**src/rtl/ace_pkg.sv**
```systemverilog
// rtl/ace_pkg.sv - ACE snoop line states, CR response layout, ACSNOOP codes and snoop decision function
package ace_pkg;

  typedef enum logic [2:0] {
    LS_I  = 3'd0,
    LS_UC = 3'd1,
    LS_UD = 3'd2,
    LS_SC = 3'd3,
    LS_SD = 3'd4
  } line_state_t;

  typedef enum logic [2:0] {
    ST_IDLE,
    ST_LOOKUP,
    ST_RESULT,
    ST_CR,
    ST_CD,
    ST_UPD
  } snp_state_t;

  typedef struct packed {
    logic was_unique;
    logic is_shared;
    logic pass_dirty;
    logic error;
    logic data_transfer;
  } cr_resp_t;

  typedef struct packed {
    cr_resp_t    resp;
    line_state_t new_state;
    logic        upd;
  } snoop_dec_t;

  localparam logic [3:0] SNP_READ_ONCE       = 4'b0000;
  localparam logic [3:0] SNP_READ_SHARED     = 4'b0001;
  localparam logic [3:0] SNP_READ_CLEAN      = 4'b0010;
  localparam logic [3:0] SNP_READ_NSD        = 4'b0011;
  localparam logic [3:0] SNP_READ_UNIQUE     = 4'b0111;
  localparam logic [3:0] SNP_CLEAN_SHARED    = 4'b1000;
  localparam logic [3:0] SNP_CLEAN_INVALID   = 4'b1001;
  localparam logic [3:0] SNP_MAKE_INVALID    = 4'b1101;

  // Miss/Invalid answers all-zero; unknown opcodes on a valid line answer Error only.
  // An update is requested only when the line state actually changes.
  function automatic snoop_dec_t snoop_decide(input logic [3:0] snoop, input logic hit,
                                              input line_state_t state);
    snoop_dec_t d;
    logic dirty;
    d = '0;
    d.new_state = state;
    dirty = (state == LS_UD) || (state == LS_SD);
    if (hit && (state != LS_I)) begin
      case (snoop)
        SNP_READ_ONCE: begin
          d.resp.data_transfer = 1'b1;
          d.resp.is_shared     = 1'b1;
        end
        SNP_READ_SHARED, SNP_READ_CLEAN, SNP_READ_NSD: begin
          d.resp.data_transfer = 1'b1;
          d.resp.is_shared     = 1'b1;
          d.resp.pass_dirty    = dirty;
          d.new_state          = LS_SC;
        end
        SNP_CLEAN_SHARED: begin
          d.resp.is_shared     = 1'b1;
          d.resp.data_transfer = dirty;
          d.resp.pass_dirty    = dirty;
          if (dirty) d.new_state = LS_SC;
        end
        SNP_READ_UNIQUE: begin
          d.resp.data_transfer = 1'b1;
          d.resp.pass_dirty    = dirty;
          d.new_state          = LS_I;
        end
        SNP_CLEAN_INVALID: begin
          d.resp.data_transfer = dirty;
          d.resp.pass_dirty    = dirty;
          d.new_state          = LS_I;
        end
        SNP_MAKE_INVALID: begin
          d.new_state = LS_I;
        end
        default: begin
          d.resp.error = 1'b1;
        end
      endcase
      if (!d.resp.error) begin
        d.resp.was_unique = (state == LS_UC) || (state == LS_UD);
        d.upd             = (d.new_state != state);
      end
    end
    return d;
  endfunction

endpackage

```
**src/rtl/ace_snoop_cd_streamer.sv**
```systemverilog
// rtl/ace_snoop_cd_streamer.sv - CD channel beat counter, data array read issue and output register
module ace_snoop_cd_streamer #(
  parameter int DataWidth = 64,
  parameter int LineBeats = 4,
  parameter int IdxWidth  = $clog2(LineBeats)
) (
  input  logic                 clk_i,
  input  logic                 rst_ni,
  input  logic                 i_start,
  output logic                 o_data_rd,
  output logic [IdxWidth-1:0]  o_data_beat,
  input  logic [DataWidth-1:0] i_data_rdata,
  output logic                 o_cd_valid,
  input  logic                 i_cd_ready,
  output logic [DataWidth-1:0] o_cd_data,
  output logic                 o_cd_last,
  output logic                 o_done
);

  logic                 r_active;
  logic [IdxWidth-1:0]  r_cnt;
  logic                 r_pend;
  logic                 r_pend_last;
  logic                 r_out_valid;
  logic [DataWidth-1:0] r_out_data;
  logic                 r_out_last;

  logic w_hs;
  logic w_load;
  logic w_issue;
  logic w_cnt_last;

  // A read whose data has not been loaded keeps the array output stable (no new read is issued),
  // so pending data may wait for the output register without a skid buffer.
  assign w_hs       = r_out_valid && i_cd_ready;
  assign w_load     = r_pend && (!r_out_valid || w_hs);
  assign w_issue    = r_active && (!r_pend || w_load);
  assign w_cnt_last = (r_cnt == IdxWidth'(LineBeats - 1));

  assign o_data_rd   = w_issue;
  assign o_data_beat = r_cnt;
  assign o_cd_valid  = r_out_valid;
  assign o_cd_data   = r_out_data;
  assign o_cd_last   = r_out_last;
  assign o_done      = w_hs && r_out_last;

  // Read issue side: beat counter starts at 0 for every line and wraps at LineBeats.
  always_ff @(posedge clk_i or negedge rst_ni) begin
    if (!rst_ni) begin
      r_active    <= 1'b0;
      r_cnt       <= '0;
      r_pend      <= 1'b0;
      r_pend_last <= 1'b0;
    end else if (i_start) begin
      r_active    <= 1'b1;
      r_cnt       <= '0;
      r_pend      <= 1'b0;
      r_pend_last <= 1'b0;
    end else if (w_issue) begin
      r_cnt       <= r_cnt + 1'b1;
      r_pend      <= 1'b1;
      r_pend_last <= w_cnt_last;
      if (w_cnt_last) r_active <= 1'b0;
    end else if (w_load) begin
      r_pend <= 1'b0;
    end
  end

  // Output register: loads pending read data when empty or draining.
  always_ff @(posedge clk_i or negedge rst_ni) begin
    if (!rst_ni) begin
      r_out_valid <= 1'b0;
      r_out_data  <= '0;
      r_out_last  <= 1'b0;
    end else if (i_start) begin
      r_out_valid <= 1'b0;
      r_out_last  <= 1'b0;
    end else if (w_load) begin
      r_out_valid <= 1'b1;
      r_out_data  <= i_data_rdata;
      r_out_last  <= r_pend_last;
    end else if (w_hs) begin
      r_out_valid <= 1'b0;
      r_out_last  <= 1'b0;
    end
  end

endmodule

```
**src/rtl/ace_snoop_responder.sv**
```systemverilog
// rtl/ace_snoop_responder.sv - ACE snoop slave: lookup, CR response, CD line data, state update (option ACE_SNOOP_EXCL_MON_EN)
module ace_snoop_responder
  import ace_pkg::*;
#(
  parameter int AddrWidth = 64,
  parameter int DataWidth = 64,
  parameter int LineBeats = 4,
  parameter int IdxWidth  = $clog2(LineBeats)
) (
  input  logic                 clk_i,
  input  logic                 rst_ni,
  input  logic                 ac_valid_i,
  output logic                 ac_ready_o,
  input  logic [AddrWidth-1:0] ac_addr_i,
  input  logic [3:0]           ac_snoop_i,
  input  logic [2:0]           ac_prot_i,
  output logic                 cr_valid_o,
  input  logic                 cr_ready_i,
  output logic [4:0]           cr_resp_o,
  output logic                 cd_valid_o,
  input  logic                 cd_ready_i,
  output logic [DataWidth-1:0] cd_data_o,
  output logic                 cd_last_o,
  output logic                 tag_req_o,
  output logic [AddrWidth-1:0] tag_addr_o,
  input  logic                 tag_gnt_i,
  input  logic                 tag_hit_i,
  input  logic [2:0]           tag_state_i,
  output logic                 data_rd_o,
  output logic [IdxWidth-1:0]  data_beat_o,
  input  logic [DataWidth-1:0] data_rdata_i,
  output logic                 upd_valid_o,
  input  logic                 upd_ready_i,
  output logic [2:0]           upd_state_o
`ifdef ACE_SNOOP_EXCL_MON_EN
  ,
  output logic                 excl_clr_o,
  output logic [AddrWidth-1:0] excl_clr_addr_o
`endif
);

  localparam int LineOffW = $clog2(LineBeats * DataWidth / 8);

  snp_state_t           r_state;
  logic [AddrWidth-1:0] r_addr;
  logic [3:0]           r_snoop;
  cr_resp_t             r_resp;
  line_state_t          r_new_state;
  logic                 r_upd;
  logic                 r_ac_ready;
  logic                 r_tag_req;
  logic                 r_cr_valid;
  logic                 r_upd_valid;

  snoop_dec_t           w_dec;
  logic                 w_cd_start;
  logic                 w_cd_done;
  logic [AddrWidth-1:0] w_line_addr;
  logic                 w_unused;

  assign w_dec       = snoop_decide(r_snoop, tag_hit_i, line_state_t'(tag_state_i));
  assign w_cd_start  = (r_state == ST_CR) && cr_ready_i && r_resp.data_transfer;
  assign w_line_addr = {r_addr[AddrWidth-1:LineOffW], {LineOffW{1'b0}}};
  assign w_unused    = ^{ac_prot_i, r_addr[LineOffW-1:0]};

  assign ac_ready_o  = r_ac_ready;
  assign tag_req_o   = r_tag_req;
  assign tag_addr_o  = w_line_addr;
  assign cr_valid_o  = r_cr_valid;
  assign cr_resp_o   = r_resp;
  assign upd_valid_o = r_upd_valid;
  assign upd_state_o = r_new_state;

`ifdef ACE_SNOOP_EXCL_MON_EN
  assign excl_clr_o      = r_upd_valid && upd_ready_i && (r_new_state == LS_I);
  assign excl_clr_addr_o = w_line_addr;
`endif

  // Snoop sequencing FSM with registered handshake outputs; one snoop in flight.
  always_ff @(posedge clk_i or negedge rst_ni) begin
    if (!rst_ni) begin
      r_state     <= ST_IDLE;
      r_addr      <= '0;
      r_snoop     <= '0;
      r_resp      <= '0;
      r_new_state <= LS_I;
      r_upd       <= 1'b0;
      r_ac_ready  <= 1'b1;
      r_tag_req   <= 1'b0;
      r_cr_valid  <= 1'b0;
      r_upd_valid <= 1'b0;
    end else begin
      case (r_state)
        ST_IDLE: if (ac_valid_i) begin
          r_addr     <= ac_addr_i;
          r_snoop    <= ac_snoop_i;
          r_ac_ready <= 1'b0;
          r_tag_req  <= 1'b1;
          r_state    <= ST_LOOKUP;
        end
        ST_LOOKUP: if (tag_gnt_i) begin
          r_tag_req <= 1'b0;
          r_state   <= ST_RESULT;
        end
        ST_RESULT: begin
          r_resp      <= w_dec.resp;
          r_new_state <= w_dec.new_state;
          r_upd       <= w_dec.upd;
          r_cr_valid  <= 1'b1;
          r_state     <= ST_CR;
        end
        ST_CR: if (cr_ready_i) begin
          r_cr_valid <= 1'b0;
          if (r_resp.data_transfer) begin
            r_state <= ST_CD;
          end else if (r_upd) begin
            r_upd_valid <= 1'b1;
            r_state     <= ST_UPD;
          end else begin
            r_ac_ready <= 1'b1;
            r_state    <= ST_IDLE;
          end
        end
        ST_CD: if (w_cd_done) begin
          if (r_upd) begin
            r_upd_valid <= 1'b1;
            r_state     <= ST_UPD;
          end else begin
            r_ac_ready <= 1'b1;
            r_state    <= ST_IDLE;
          end
        end
        ST_UPD: if (upd_ready_i) begin
          r_upd_valid <= 1'b0;
          r_ac_ready  <= 1'b1;
          r_state     <= ST_IDLE;
        end
        default: r_state <= ST_IDLE;
      endcase
    end
  end

  ace_snoop_cd_streamer #(
    .DataWidth(DataWidth),
    .LineBeats(LineBeats),
    .IdxWidth (IdxWidth)
  ) u_cd_streamer (
    .clk_i       (clk_i),
    .rst_ni      (rst_ni),
    .i_start     (w_cd_start),
    .o_data_rd   (data_rd_o),
    .o_data_beat (data_beat_o),
    .i_data_rdata(data_rdata_i),
    .o_cd_valid  (cd_valid_o),
    .i_cd_ready  (cd_ready_i),
    .o_cd_data   (cd_data_o),
    .o_cd_last   (cd_last_o),
    .o_done      (w_cd_done)
  );

endmodule

```
**config.mk**
```make
export PLATFORM = sky130hd
export DESIGN_NAME = ace_snoop_responder
export DESIGN_NICKNAME = d
export VERILOG_FILES = /design/src/rtl/ace_pkg.sv /design/src/rtl/ace_snoop_cd_streamer.sv /design/src/rtl/ace_snoop_responder.sv
export SDC_FILE = /design/constraint.sdc
export NUM_CORES = 1
export LEC_CHECK = 0
export CORE_UTILIZATION = 42
export CTS_CLUSTER_DIAMETER = 200
export DETAILED_ROUTE_END_ITERATION = 10
export PLACE_DENSITY_LB_ADDON = 0.08
export SETUP_SLACK_MARGIN = 0.15
export SLEW_MARGIN = 40
export SYNTH_ARGS = -nofsm -noshare
export SYNTH_HDL_FRONTEND = slang
export SYNTH_SLANG_ARGS = --single-unit
export TNS_END_PERCENT = 20
```
**constraint.sdc**
```tcl
create_clock -name clk_i -period 2.77 [get_ports clk_i]
set_clock_uncertainty 0.2 [all_clocks]
set_input_delay 0.4155 -clock clk_i [delete_from_list [all_inputs] [get_ports clk_i]]
set_output_delay 0.4155 -clock clk_i [all_outputs]
set_load 0.01 [all_outputs]
```
Word-level counts from Yosys, hierarchy flattened
Cells that the tools add are included.

Logic and storage cells: 137. Input bits: 146. Memory bits (read-only): 0. Latch bits: 0. RAM bits: 0. Memories kept: 0. Output and inout port bits: 145. Register bits after elaboration: 155.

Shifts and indexed selects: 0. Multiply operators: 0. Divide/modulo/power cells: 0. Mux-type cells: 52. Bitwise operators: 1. Reductions and logical operators: 39. Magnitude comparators: 0. Equal/unequal tests: 23. Add/sub/neg operators: 1.

Operator list (number): $mux 1 (33); $mux 3 (9); $pmux 3 s6 (1); $eq 4x4->1 const B (3); $reduce_bool 3->1 (4); $ne 2x2->1 const B (5); $reduce_and 5->1 (2); $reduce_or 5->1 (2); $eq 3x2->1 const B (3); $eq 3x3->1 const B (3); $mux 9 (1); $pmux 3 s3 (1); $eq 4x2->1 const B (2); $reduce_and 2->1 (4); $reduce_bool 2->1 (4); $reduce_or 8->1 (1); $logic_and 1x1->1 (7); $eq 3x1->1 const B (2); $pmux 1 s2 (3); $reduce_and 6->1 (1); $reduce_or 3->1 (2); $reduce_or 6->1 (1); $eq 4x1->1 const B (1); $eq 4x3->1 const B (1); 15 further kinds (20).

Depth between registers and ports, before layout
Gate-level depths: netlist of the first run.

Depth in word-level cells: 8. Mapped depth: 6. Depth with buffers taken out: 5.

By module
A second synthesis of the first run with hierarchy kept.

Cells, all modules: 454. Area total of the unflattened synthesis: 6585.1 µm².

By module, submodules not included: ace_snoop_responder (cells an instance 286, area an instance 3547.2 µm², times used 1, seq. area each 1978.1 µm²); ace_snoop_cd_streamer (cells an instance 168, area an instance 3037.9 µm², times used 1, seq. area each 1776.7 µm²).

Worst setup path after synthesis of the first run
No wires, ideal clock.

Path type: reg2reg. Start: register r_state[2]. End: register u_cd_streamer.r_out_data[0], in the netlist u_cd_streamer.o_cd_data[0]. Stages on the path, launching flop included: 7. Arrival time: 1693 ps. Period minus slack after synthesis: 2018 ps. Data required time: 2445 ps. Path buffers: 2. Slack: 752 ps. Setup time: 125 ps. Cell sequence: dfrtp_1 > or2b_4 > nor2_2 > or3b_1 > buf_4 > buf_6 > mux2_4.

Longest elaborated chain between the ends: 5.

RTL lines: start, declared (RTL line ace_snoop_responder.sv:44) `snp_state_t r_state;`; start signal, assigned (RTL line ace_snoop_responder.sv:82) `r_state <= ST_IDLE;`; start signal, assigned (RTL line ace_snoop_responder.sv:99) `r_state <= ST_LOOKUP;`; start signal, assigned (RTL line ace_snoop_responder.sv:103) `r_state <= ST_RESULT;`; $eq 3x2->1 (RTL line ace_snoop_responder.sv:62) `assign w_cd_start = (r_state == ST_CR) && cr_ready_i && r_resp.data_transfer;`; $logic_and 1x1->1 (2 in a row) (RTL line ace_snoop_responder.sv:62); $not 1->1 (no line); $reduce_and 2->1 (no line); end signal, assigned (RTL line ace_snoop_cd_streamer.sv:80) `r_out_data <= i_data_rdata;`; end, declared (RTL line ace_snoop_cd_streamer.sv:25) `logic [DataWidth-1:0] r_out_data;`.

No other way between the ends. A chain may end at the register's enable or synchronous reset.

Worst setup path after layout of the first run
Start: input port cd_ready_i. End: output port data_rd_o.

Longest elaborated chain between the ends: 5.

RTL lines: start, declared (RTL line ace_snoop_responder.sv:21) `input logic cd_ready_i,`; $logic_and 1x1->1 (RTL line ace_snoop_cd_streamer.sv:35) `assign w_hs = r_out_valid && i_cd_ready;`; $logic_or 1x1->1 (RTL line ace_snoop_cd_streamer.sv:36) `assign w_load = r_pend && (!r_out_valid || w_hs);`; $logic_and 1x1->1 (RTL line ace_snoop_cd_streamer.sv:36); $logic_or 1x1->1 (RTL line ace_snoop_cd_streamer.sv:37) `assign w_issue = r_active && (!r_pend || w_load);`; $logic_and 1x1->1 (RTL line ace_snoop_cd_streamer.sv:37); end, declared (RTL line ace_snoop_responder.sv:29) `output logic data_rd_o,`.

No other way between the ends.

==> results_dict.tcl, run 1 <==
set metrics [dict create \
    cts_hold_buf 1 \
    overflow 0 \
    clock_power_share_pct 18.1 \
    regArea_sq_um 3750 \
    finalSetupViolCount 0 \
    synth_ff_type "dfrtp_1" \
    r2r_cells 5 \
    place_congestion 0.850 \
    syn_area_sq_um 6360 \
    power.share.sequential_pct 34.3 \
    vdd_drop_max_mv 0.611 \
    cts_tree "built" \
    areaGrowthSynthToFinish_pct 55.2 \
    cts_resized 0 \
    die-area_sq_um 15600 \
    grt_pass1_wl_um 26400 \
    rsz0062_at_grt "false" \
    cp_data_required_time_ns 2.15 \
    r2r_slack_ns 0.55 \
    maxCapViolations 0 \
    final_common_cell "clkdlybuf4s50_1" \
    dp_hpwl_um 12000 \
    p_sw_uw 3820 \
    wl_per_cell_um 17.8 \
    ys_ff_latch 150 \
    cp_common_cell "clkdlybuf4s50_1" \
    drive_gt1_share_pct 24.2 \
    arrival_ns 1.85 \
    die_h_um 125 \
    grt_usage_pct 21.9 \
    syn_area_per_cell_sq_um 14.5 \
    firstDrtPassIters 9 \
    end_kind "output port" \
    post-cts-setup-buffer-count 0 \
    synthArstFlopShare_pct 100 \
    root_buffer "clkbuf_16" \
    final.setup.tns_ns 0 \
    synth_edf_count 0 \
    vias 4531 \
    path_class "in -> out" \
    dp_worst_setup_slack_ns 0.290 \
    grt_max_degree 63 \
    pwr_density_cell_nw_per_um2 1210 \
    routed_wl_um 16300 \
    status "complete, but fails checks" \
    power.leakage_uw 0.00427 \
    timing.rr.start "r_state[2]$_DFFE_PN0P_" \
    num_rows 44 \
    pwr-share-comb_pct 47.7 \
    min_period_ns 2.47 \
    start_util_pct 43.4 \
    clock_sinks 150 \
    reg2reg_to "u_cd_streamer.o_cd_data[37]$_DFFE_PN0P_" \
    slew_violations 0 \
    antenna_cells 0 \
    clockBufferDepth 2 \
    drc 18 \
    hold_viol_final 0 \
    start_kind "primary input" \
    io_pins 291 \
    cp_max_fo 5 \
    die_width_um 125 \
    clkLatencyLatePin_ns 0.41 \
    failed_checks "DRC" \
    port-buffer-count 277 \
    fin_nets 864 \
    grt_pass1_vias 4990 \
    htreeDepth 4 \
    drt-initial-drc-count 271 \
    ys_types 49 \
    utilization_pct 67.4 \
    post-route-period-util_pct 89.2 \
    ant_nets 0 \
    cp_cell_sequence "clkdlybuf4s50_1 > nand3b_1 > nand2_1 > inv_1 > clkdlybuf4s50_1" \
    cpPeakStageDelay_ns 0.55 \
    multiInputGateArea_sq_um 2410 \
    netlist_instances 439 \
    ys_seq_area_share_pct 59.1 \
    vias_per_cell 4.96 \
    coreArea_sq_um 14600 \
    setup_slack_ns 0.300 \
    p_int_uw 8120 \
    nFillCells 1114 \
    clkTransAtPathRegs_ns 0.06 \
    crit_slowest_cell "clkdlybuf4s50_1" \
    numCtsBuffers 17 \
    max_freq_ghz 0.405 \
    min_path_type "in -> async" \
    yosys_warnings 0 \
    p_sw_share_pct 32.0 \
    mostFrequentLayoutCells "clkdlybuf4s50_1, dfrtp_1, mux2_2, mux2_4, nand2_1" \
    antenna_found_initial 0 \
]
## layer usage
metal	track usage [%]	up-vias	routed length, um
li1	-	2097	-
met1	24.4	2257	6240
met2	38.4	159	8590
met3	8.52	18	1250
met4	7.03	0	233
met5	0	-	0
## power by group through the flow
| stage | sequential [uW] | clock, uW | combinational [uW] |
|---|---|---|---|
| final | 4090 | 2160 | 5690 |
| after global routing | 4240 | 2300 | 6050 |
| after CTS | 4090 | 2200 | 5770 |
| after detailed placement | 4080 | 0 | 5730 |
| after global placement | 4040 | 0 | 5640 |
| after floorplan | 4400 | 0 | 2570 |
## registers in the layout, indices dropped and copies added (netlist names), 2 cells and up
name,flops
r_state,3
u_cd_streamer.o_cd_data,64
r_addr,59
cr_resp_o,5
upd_state_o,3
u_cd_streamer.o_data_beat,2
r_snoop,4
## final cells by class
type | instances | area share [%]
clock buffers | 20 | 4.63
well taps | 184 | 2.33
multi-input cells | 256 | 24.4
inverters | 6 | 0.228
flip-flops and latches | 150 | 38.1
clock inverters | 12 | 0.977
repair buffers | 286 | 29.3
## synthesized netlist by cell type (all sizes together) (5+ instances only)
| master | n | area (sq um) |
|---|---|---|
| inv | 6 | 22.5 |
| clkbuf | 12 | 45.0 |
| o31ai | 5 | 37.5 |
| buf | 19 | 148 |
| dfrtp | 149 | 3730 |
| o21ai | 10 | 50.1 |
| a21oi | 6 | 30.0 |
| nand2 | 25 | 93.8 |
| mux2 | 127 | 1660 |
| nand3 | 12 | 60.1 |
| nor2 | 19 | 73.8 |
## stage by stage
| step | instances | total power, uW | area [sq um] | hold slack (ns) |
|---|---|---|---|---|
| 2_1_floorplan | 443 | 6960 | 6370 | -0.0801 |
| 6_report | 914 | 11900 | 9870 | 0.254 |
| 5_1_grt | 914 | 12600 | 9870 | 0.268 |
| 4_1_cts | 914 | 12100 | 9870 | 0.256 |
| 3_5_place_dp | 881 | 9820 | 9300 | 0.132 |
| 3_3_place_gp | 881 | 9670 | 9300 | 0.134 |
## worst max-delay path, delay by kind of cell
kind                   cells  cell delay (ns)
and+or+nand+nor            2             0.21
buffers and inverters      3             1.22
## how the worst max path moves through the flow
stage                      startpoint                                endpoint  slack [ns]  cells after the start
2_1_floorplan  r_state[2]$_DFFE_PN0P_  u_cd_streamer.o_cd_data[0]$_DFFE_PN0P_        0.75                      6
3_5_place_dp               cd_ready_i                               data_rd_o        0.29                      5
4_1_cts                    cd_ready_i                               data_rd_o        0.28                      5
6_report                   cd_ready_i                               data_rd_o        0.30                      5
5_1_grt                    cd_ready_i                               data_rd_o        0.20                      5
3_3_place_gp               cd_ready_i                               data_rd_o        0.31                      5
## logic make-up after synthesis
| kind of cell | Yosys count | share of synthesized area, % |
|---|---|---|
| and+or+nand+nor | 73 | 5.55 |
| buffers and inverters | 37 | 3.38 |
| xor gates and xnor gates | 3 | 0.413 |
| AOI/OAI and AO/OA | 45 | 4.98 |
| adders and majority gates | 1 | 0.197 |
| DFF | 150 | 59.1 |
| muxes | 129 | 26.4 |
| other | 1 | 0.0590 |
(Power assumes the default switching activity.)
==> run 2, diff against run 1 <==
--- a/config.mk
+++ b/config.mk
@@ -6,7 +6,9 @@
 export NUM_CORES = 1
 export LEC_CHECK = 0
+export CAP_MARGIN = 20
 export CORE_UTILIZATION = 42
 export CTS_CLUSTER_DIAMETER = 200
 export DETAILED_ROUTE_END_ITERATION = 10
+export HOLD_SLACK_MARGIN = 0.05
 export PLACE_DENSITY_LB_ADDON = 0.08
 export SETUP_SLACK_MARGIN = 0.15
--- a/constraint.sdc
+++ b/constraint.sdc
@@ -3,3 +3,3 @@
 set_input_delay 0.4155 -clock clk_i [delete_from_list [all_inputs] [get_ports clk_i]]
 set_output_delay 0.4155 -clock clk_i [all_outputs]
-set_load 0.01 [all_outputs]
+set_load 0.05 [all_outputs]
==> results_dict.tcl, run 2 (synthesized netlist as in run 1, its figures left out) <==
set metrics [dict create \
    rsz0062_at_grt "false" \
    areaGrowthSynthToFinish_pct 57.5 \
    htreeDepth 4 \
    reg2reg_to "u_cd_streamer.o_cd_data[1]$_DFFE_PN0P_" \
    hp-start "cr_resp_o[4]$_DFFE_PN0P_" \
    pwr_density_cell_nw_per_um2 1560 \
    vdd_drop_max_mv 0.814 \
    drc 18 \
    place_congestion 0.822 \
    dp_worst_setup_slack_ns 0.302 \
    crit_slowest_cell "clkdlybuf4s50_1" \
    min_path_type "reg -> reg" \
    cp_max_fo 2 \
    setup_slack_ns 0.407 \
    cp_cell_sequence "clkdlybuf4s50_1" \
    ant_nets 0 \
    power_uw 15600 \
    cp_data_required_time_ns 2.15 \
    final_common_cell "clkdlybuf4s50_1" \
    start_util_pct 43.4 \
    routed_wl_um 16000 \
    vias 4523 \
    path_buf_inv 1 \
    drive_gt1_share_pct 24.5 \
    grt_max_degree 77 \
    firstDrtPassIters 8 \
    grtUsageMet3_pct 9.37 \
    largest_reg_flops 64 \
    io_pins 291 \
    max_freq_ghz 0.423 \
    numCtsBuffers 17 \
    r2r_slack_ns 0.49 \
    grt_pass1_vias 4863 \
    utilization_pct 68.4 \
    whs_endpoint "cr_resp_o[4]$_DFFE_PN0P_" \
    grt_usage_pct 21.1 \
    die_h_um 125 \
    fin_nets 866 \
    overflow 0 \
    critical_path.top_delay_family "buffers and inverters" \
    mostFrequentLayoutCells "clkdlybuf4s50_1, dfrtp_1, mux2_2, mux2_4, nand2_1" \
    end_kind "output port" \
    die_width_um 125 \
    min_period_ns 2.36 \
    drt-initial-drc-count 286 \
    cpPeakStageDelay_ns 0.81 \
    hold_viol_final 0 \
    post-route-period-util_pct 85.3 \
    clock_sinks 150 \
    tightestPinTransition_ns 0.722 \
    hold_slack_ns 0.279 \
    power.leakage_uw 0.00434 \
    finalSetupViolCount 0 \
    num_rows 44 \
    root_buffer "clkbuf_16" \
    vias_per_cell 4.94 \
    grt_pass1_wl_um 25300 \
    failed_checks "DRC" \
    grt_busiest_layer "met2" \
    start_kind "flop" \
    use_met2_pct 36.5 \
    antenna_cells 0 \
    use_met1_pct 22.6 \
    timing.rr.start "r_state[1]$_DFFE_PN0P_" \
    final.setup.tns_ns 0 \
    clockBufferDepth 2 \
    clkLatencyLatePin_ns 0.42 \
    dp_hpwl_um 11800 \
    arrival_ns 1.75 \
    maxCapViolations 0 \
    antenna_found_initial 0 \
    slew_violations 0 \
    die-area_sq_um 15600 \
    whs_path_depth 2 \
    cts_tree "built" \
    clkTransAtPathRegs_ns 0.06 \
    wl_per_cell_um 17.5 \
    port-buffer-count 277 \
    status "complete, but fails checks" \
    coreArea_sq_um 14600 \
    slew_headroom_pct 51.9 \
    r2r_cells 5 \
    path_class "reg -> out" \
]
==> run 2: changes by cell type in the layout (fill, tap and decap cells not counted), sizes merged <==
cell / change
bufinv: +6
clkinvlp: +1
inv: -4
clkdlybuf4s50: -1
clkbuf: -1
clkinv: -2
buf: +3
==> run 2: power breakdown <==
part / internal (uW) / switching, uW
clock network: 1690 / 904
registers: 3320 / 760
logic: 3610 / 5320
==> run 2: how the worst max path moves through the flow <==
stage | start | end | slack [ns] | depth (start not counted)
after floorplan | cr_resp_o[0]$_DFFE_PN0P_ | u_cd_streamer.o_cd_data[0]$_DFFE_PN0P_ | 0.61 | 6
after global placement | cd_ready_i | u_cd_streamer.o_cd_data[18]$_DFFE_PN0P_ | 0.32 | 5
after detailed placement | cd_ready_i | u_cd_streamer.o_cd_data[1]$_DFFE_PN0P_ | 0.30 | 5
after CTS | ac_ready_o$_DFFE_PN1P_ | ac_ready_o | 0.38 | 1
after global routing | ac_ready_o$_DFFE_PN1P_ | ac_ready_o | 0.34 | 1
final | ac_ready_o$_DFFE_PN1P_ | ac_ready_o | 0.41 | 1
==> run 2: worst register-to-register path: stages, from the launching register on <==
cell,delay (ns)
dfrtp_1,0.54
or2b_4,0.35
nor2_2,0.14
or3b_4,0.30
buf_4,0.30
mux2_4,0.33
==> run 2: through the flow <==
stage / instances / cell area [sq um]
detailed placement: 883 / 9340
floorplan: 443 / 6370
finish: 916 / 10000
CTS: 916 / 10000
global placement: 883 / 9340
global route: 916 / 10000
==> run 2: repair_timing <==
item	in CTS	in global routing
hold buffers	1	0
gates resized for setup	0	0
setup endpoints to repair	0	0
endpoints found under the hold margin	73	0
setup buffers	0	0
==> run 2: layout make-up <==
cell class,count,area (sq um)
well taps,184,230
repair buffers,288,2930
flip-flops and latches,150,3750
fillers,1079,4630
clock inverters,13,229
inverters,6,22.5
multi-input cells,256,2410
clock buffers,19,433
==> run 2: routing by layer <==
metal	vias to the layer above	part of all wire [%]	routed length (um)
met3	17	8.5	1370
li1	2094	-	-
met4	0	1.7	280
met2	155	52	8370
met1	2257	37	5990
met5	-	0	0
==> patch 1, RTL diff (flow settings as in run 2) <==
The parameter `AddrWidth` goes from 64 to 128.
--- a/src/rtl/ace_snoop_responder.sv
+++ b/src/rtl/ace_snoop_responder.sv
@@ -2,7 +2,7 @@
 module ace_snoop_responder
   import ace_pkg::*;
 #(
-  parameter int AddrWidth = 64,
+  parameter int AddrWidth = 128,
   parameter int DataWidth = 64,
   parameter int LineBeats = 4,
   parameter int IdxWidth  = $clog2(LineBeats)
Interface: changed (resized ac_addr_i and tag_addr_o); port bits go from 291 to 419. No check against the original RTL was run, so the function may have changed too.
==> patch 1 against run 2 <==
Worst hold slack lost 0.047 ns; cell count up 67%; routed wire length is 65% higher; count of clock-buffer cells in the layout up 17; clock power up 20%; register-to-register slack better by 0.02 ns; synthesized area increased by 39%; highest routed layer unchanged; first-iteration DRC count grew 17%; sequential power fell by 20%; power is 52% lower; cell area increased by 39%; sequential cell count grew 64; setup slack got worse by 0.12 ns; critical path type unchanged; critical endpoint is now cr_resp_o[0].
==> patch 1: results (changes against run 2) <==
[power_and_ir_drop]
p_clk_mw=3.10  ; +20%
pg_comb_mw=1.03  ; -88%
p_leak_nw=6.79  ; +56%
swShare_pct=25.1  ; -20 points
combinationalPowerShare_pct=13.9  ; -43 points

[status]
outcome=finished clean

[worst_setup_path]
crit_end=cr_resp_o[0]
ff2ff_setup_slack_ns=0.51  ; +0.02 ns
r2r-start=r_state[0]
r2r-end=u_cd_streamer.o_cd_data[9]
cp_data_arrival_time_ns=1.87  ; +0.12 ns
slowest_delay_ns=0.87  ; +0.06 ns
critPathMaxFanout=6  ; +4

[sta]
max_freq_mhz=403  ; -4.9%
slew_headroom_pct=51.5  ; -0.36 points

[clock_network]
htree_levels=1  ; -3

[placement]
hpwlAfterDp_mm=19.0  ; +62%
place_worst_setup_slack_ns=0.335  ; +0.0332 ns
place_congestion=0.822  ; about the same
post_dp_cell_area_mm2=0.0131  ; +40%
io_buffers=405  ; +46%

[logic_synthesis]
synth_area_leaders=dfrtp_1 60%, nand2_1 17%, mux2_4 10%, buf_2 1.2%, buf_6 0.89%
ys_top_cells_by_count=403 x nand2_1, 213 x dfrtp_1, 60 x mux2_4
synth_cells=845  ; +92%
synthAdderAreaFrac_pct=0.142  ; -0.055 points

[global_route]
grt_max_degree=76  ; -1.3%
grt_pass1_vias=7341  ; +51%
antenna_found_initial=1  ; +1

[routing]
drt_iter0_drc=336  ; +17%
totalWireLength_mm=26.4  ; +65%

[cells_and_area]
instances_no_fill=1528  ; +67%

[patch 1: worst min path at each step]
stage | cells past startpoint | from | slack (ns) | endpoint
after floorplan | 0 | rst_ni | -0.08 | cr_resp_o[0]
after global placement | 1 | rst_ni | 0.23 | r_addr[118]
after detailed placement | 1 | rst_ni | 0.23 | r_addr[118]
after CTS | 3 | ac_addr_i[50] | 0.21 | r_addr[50]
after global routing | 3 | ac_addr_i[97] | 0.22 | r_addr[97]
final | 3 | ac_addr_i[88] | 0.23 | r_addr[88]
[patch 1: cell type report]
type,count,area (µm²)
Sequential cell,214,5360
Antenna cell,1,2.50
Timing Repair Buffer,417,4220
Clock buffer,36,717
Clock inverter,7,60.1
Inverter,8,30.0
Fill cell,1615,6530
Tap cell,270,338
Multi-Input combinational cell,575,3170
[patch 1: per-layer routing]
metal	up-vias	global-route usage [%]	share of wire [%]
met5	-	0	0
met4	0	8.14	3.2
met3	44	7.14	8.4
met2	305	41.7	49
met1	3449	29.9	39
li1	3479	-	-
==> patch 2, RTL diff (settings of run 2) <==
Made on the original files. Encoding of `snp_state_t`: now one-hot (6 bits for 6 states).
--- a/src/rtl/ace_pkg.sv
+++ b/src/rtl/ace_pkg.sv
@@ -9,13 +9,13 @@
     LS_SD = 3'd4
   } line_state_t;
 
-  typedef enum logic [2:0] {
-    ST_IDLE,
-    ST_LOOKUP,
-    ST_RESULT,
-    ST_CR,
-    ST_CD,
-    ST_UPD
+  typedef enum logic [5:0] {
+    ST_IDLE   = 6'b000001,
+    ST_LOOKUP = 6'b000010,
+    ST_RESULT = 6'b000100,
+    ST_CR     = 6'b001000,
+    ST_CD     = 6'b010000,
+    ST_UPD    = 6'b100000
   } snp_state_t;
 
   typedef struct packed {
Check against the original RTL: no difference found for any inputs over 4 cycles, from zero or initial values and one cycle with rst_ni low; so few cycles prove little.
==> patch 2 against run 2 <==
Routed wire length rose by 2.5%; synthesized area rose by 3.5%; core utilization fell by 1.7 points; highest routed layer unchanged; setup slack got worse by 0.15 ns; clock power fell by 10%; maximum frequency fell by 5.9%; cell area rose by 1.7%; power fell by 4.2%; sequential cell count rose by 3.
==> patch 2: results (changes against run 2) <==
[worst_hold_path]
hold_path_class=flop to flop

[worst_setup_path]
slowest_delay_ns=0.55  ; -0.26 ns
crit_family=simple AND/OR/NAND/NOR gates
critPathMaxFanout=25  ; +23
cp_slowest_cell=or4_4
ff2ff_setup_slack_ns=0.26  ; -0.23 ns

[power_and_ir_drop]
ir_drop_mv=0.857  ; +5.3%
p_leak_nw=4.30  ; -0.88%

[global_route]
grt_pass1_vias=4914  ; +1.0%
grt_use_total_pct=21.2  ; +0.12 points
antenna_found_initial=0  ; unchanged
grt_max_degree=69  ; -10%
grt_pass1_wl_mm=26.3  ; +4.0%

[cells_and_area]
nets=886  ; +2.3%
largest_reg_flops=64  ; unchanged
drive_gt1_share_pct=24.5  ; +0.047 points
fill_cells=1136  ; +5.3%
diodes=0  ; unchanged

[clock_network]
cts_root_buf=clkbuf_16
clock_path_buffers=2  ; unchanged
htree_levels=4  ; unchanged

[logic_synthesis]
ys.warnings.count=0  ; unchanged
ys_types=55  ; +12%
synth.mux.area_fraction_pct=25.1  ; -1.2 points
seq_area_frac_synth_pct=58.2  ; -0.82 points
synthAdderAreaFrac_pct=0.190  ; -0.0066 points
ys_top_cells_by_count=151 x dfrtp_1, 65 x mux2_2, 60 x mux2_4
synth_compound_area_share_pct=4.68  ; -0.30 points
synth_xor_xnor_area_share_pct=0.666  ; +0.25 points
async_flop_share_pct=100  ; unchanged
synth_area_leaders=dfrtp_1 57%, mux2_4 14%, mux2_2 11%, buf_12 1.8%, nand2_1 1.4%
yosysMostFrequentCell=dfrtp_1
ys.flop_type=dfrtp_1

[placement]
hpwlAfterDp_mm=12.1  ; +3.1%
io_buffers=277  ; unchanged
post_dp_cell_area_mm2=0.00956  ; +2.3%
place_congestion=0.858  ; +4.4%

[routing]
totalWireLength_mm=16.4  ; +2.5%
vias=4705  ; +4.0%
dr.pass1.iters=4  ; -4
drt_iter0_drc=166  ; -42%

[sta]
slew_headroom_pct=52.6  ; +0.70 points
maxSlewViolCount=0  ; unchanged

[status]
outcome=finished clean

-- patch 2: changes by cell type after synthesis, moves of 4 or more --
cell,delta
o21ai_0,+6
buf_12,+6
buf_1,+4
a21oi_1,+5
buf_2,-5
nand3_1,-4
-- patch 2: timing repair --
| action | 4_1_cts | 5_1_grt |
|---|---|---|
| endpoints found under the setup margin | 0 | 32 |
| resized for setup | 0 | 2 |
| buffers inserted | 0 | 0 |
| hold buffers | 1 | 0 |
| hold endpoints to repair | 50 | 0 |
-- patch 2: per-layer routing --
| metal | share of wire [%] | global-route usage [%] | vias up |
|---|---|---|---|
| met5 | 0 | 0 | - |
| met4 | 1.7 | 7.91 | 0 |
| met3 | 7.7 | 7.37 | 22 |
| met2 | 50 | 35.7 | 188 |
| met1 | 41 | 25.0 | 2326 |
| li1 | - | - | 2169 |
-- patch 2: stage by stage --
step                      utilization [%]  setup WS [ns]  hold WS, ns  cells
after floorplan                         -          0.236      -0.0801    459
after global placement               62.6          0.234        0.215    930
after detailed placement             62.6          0.204        0.221    930
after CTS                            66.6          0.214        0.272    962
after global routing                 66.7          0.167        0.303    962
final                                66.7          0.258        0.265    962
-- patch 2: cell type report --
cell class	count	share of cell area (%)
multi-input combinational	269	24.6
sequential	153	37.6
timing repair buffer	292	29.1
inverter	6	0.221
clock buffer	22	4.76
tap	211	2.59
clock inverter	9	1.13
-- patch 2: logic make-up after synthesis --
kind of cell	Yosys count
xor gates and xnor gates	5
muxes	127
buffers and inverters	37
and+or+nand+nor	83
DFF	153
adders and majority gates	1
AOI/OAI and AO/OA	48
other	1
-- patch 2: worst register-to-register path: stages, from the launching register on --
cell and delay (ns):
dfrtp_1 0.44, or4_4 0.55, nor3b_4 0.24, and3_4 0.24
nor3b_4 0.05, buf_12 0.18, buf_12 0.19, mux2_4 0.31
-- patch 2: where the power goes --
group	switching, mW	internal, mW	leakage (nW)
Clock	0.900	1.42	0.277
Sequential	0.706	3.35	1.82
Combinational	5.14	3.42	2.20
Total	6.75	8.19	4.30
-- patch 2: final timing paths --
path                            startpoint  cells after the start                     endpoint
worst max-delay path            r_state[4]                      7  u_cd_streamer.o_cd_data[36]
worst min-delay path            ac_ready_o                      2                   ac_ready_o
worst max register to register  r_state[4]                      7  u_cd_streamer.o_cd_data[36]
worst min register to register  ac_ready_o                      2                   ac_ready_o
max in group asynchronous           rst_ni                      3  u_cd_streamer.o_cd_data[25]
min in group asynchronous           rst_ni                      2  u_cd_streamer.o_cd_data[11]
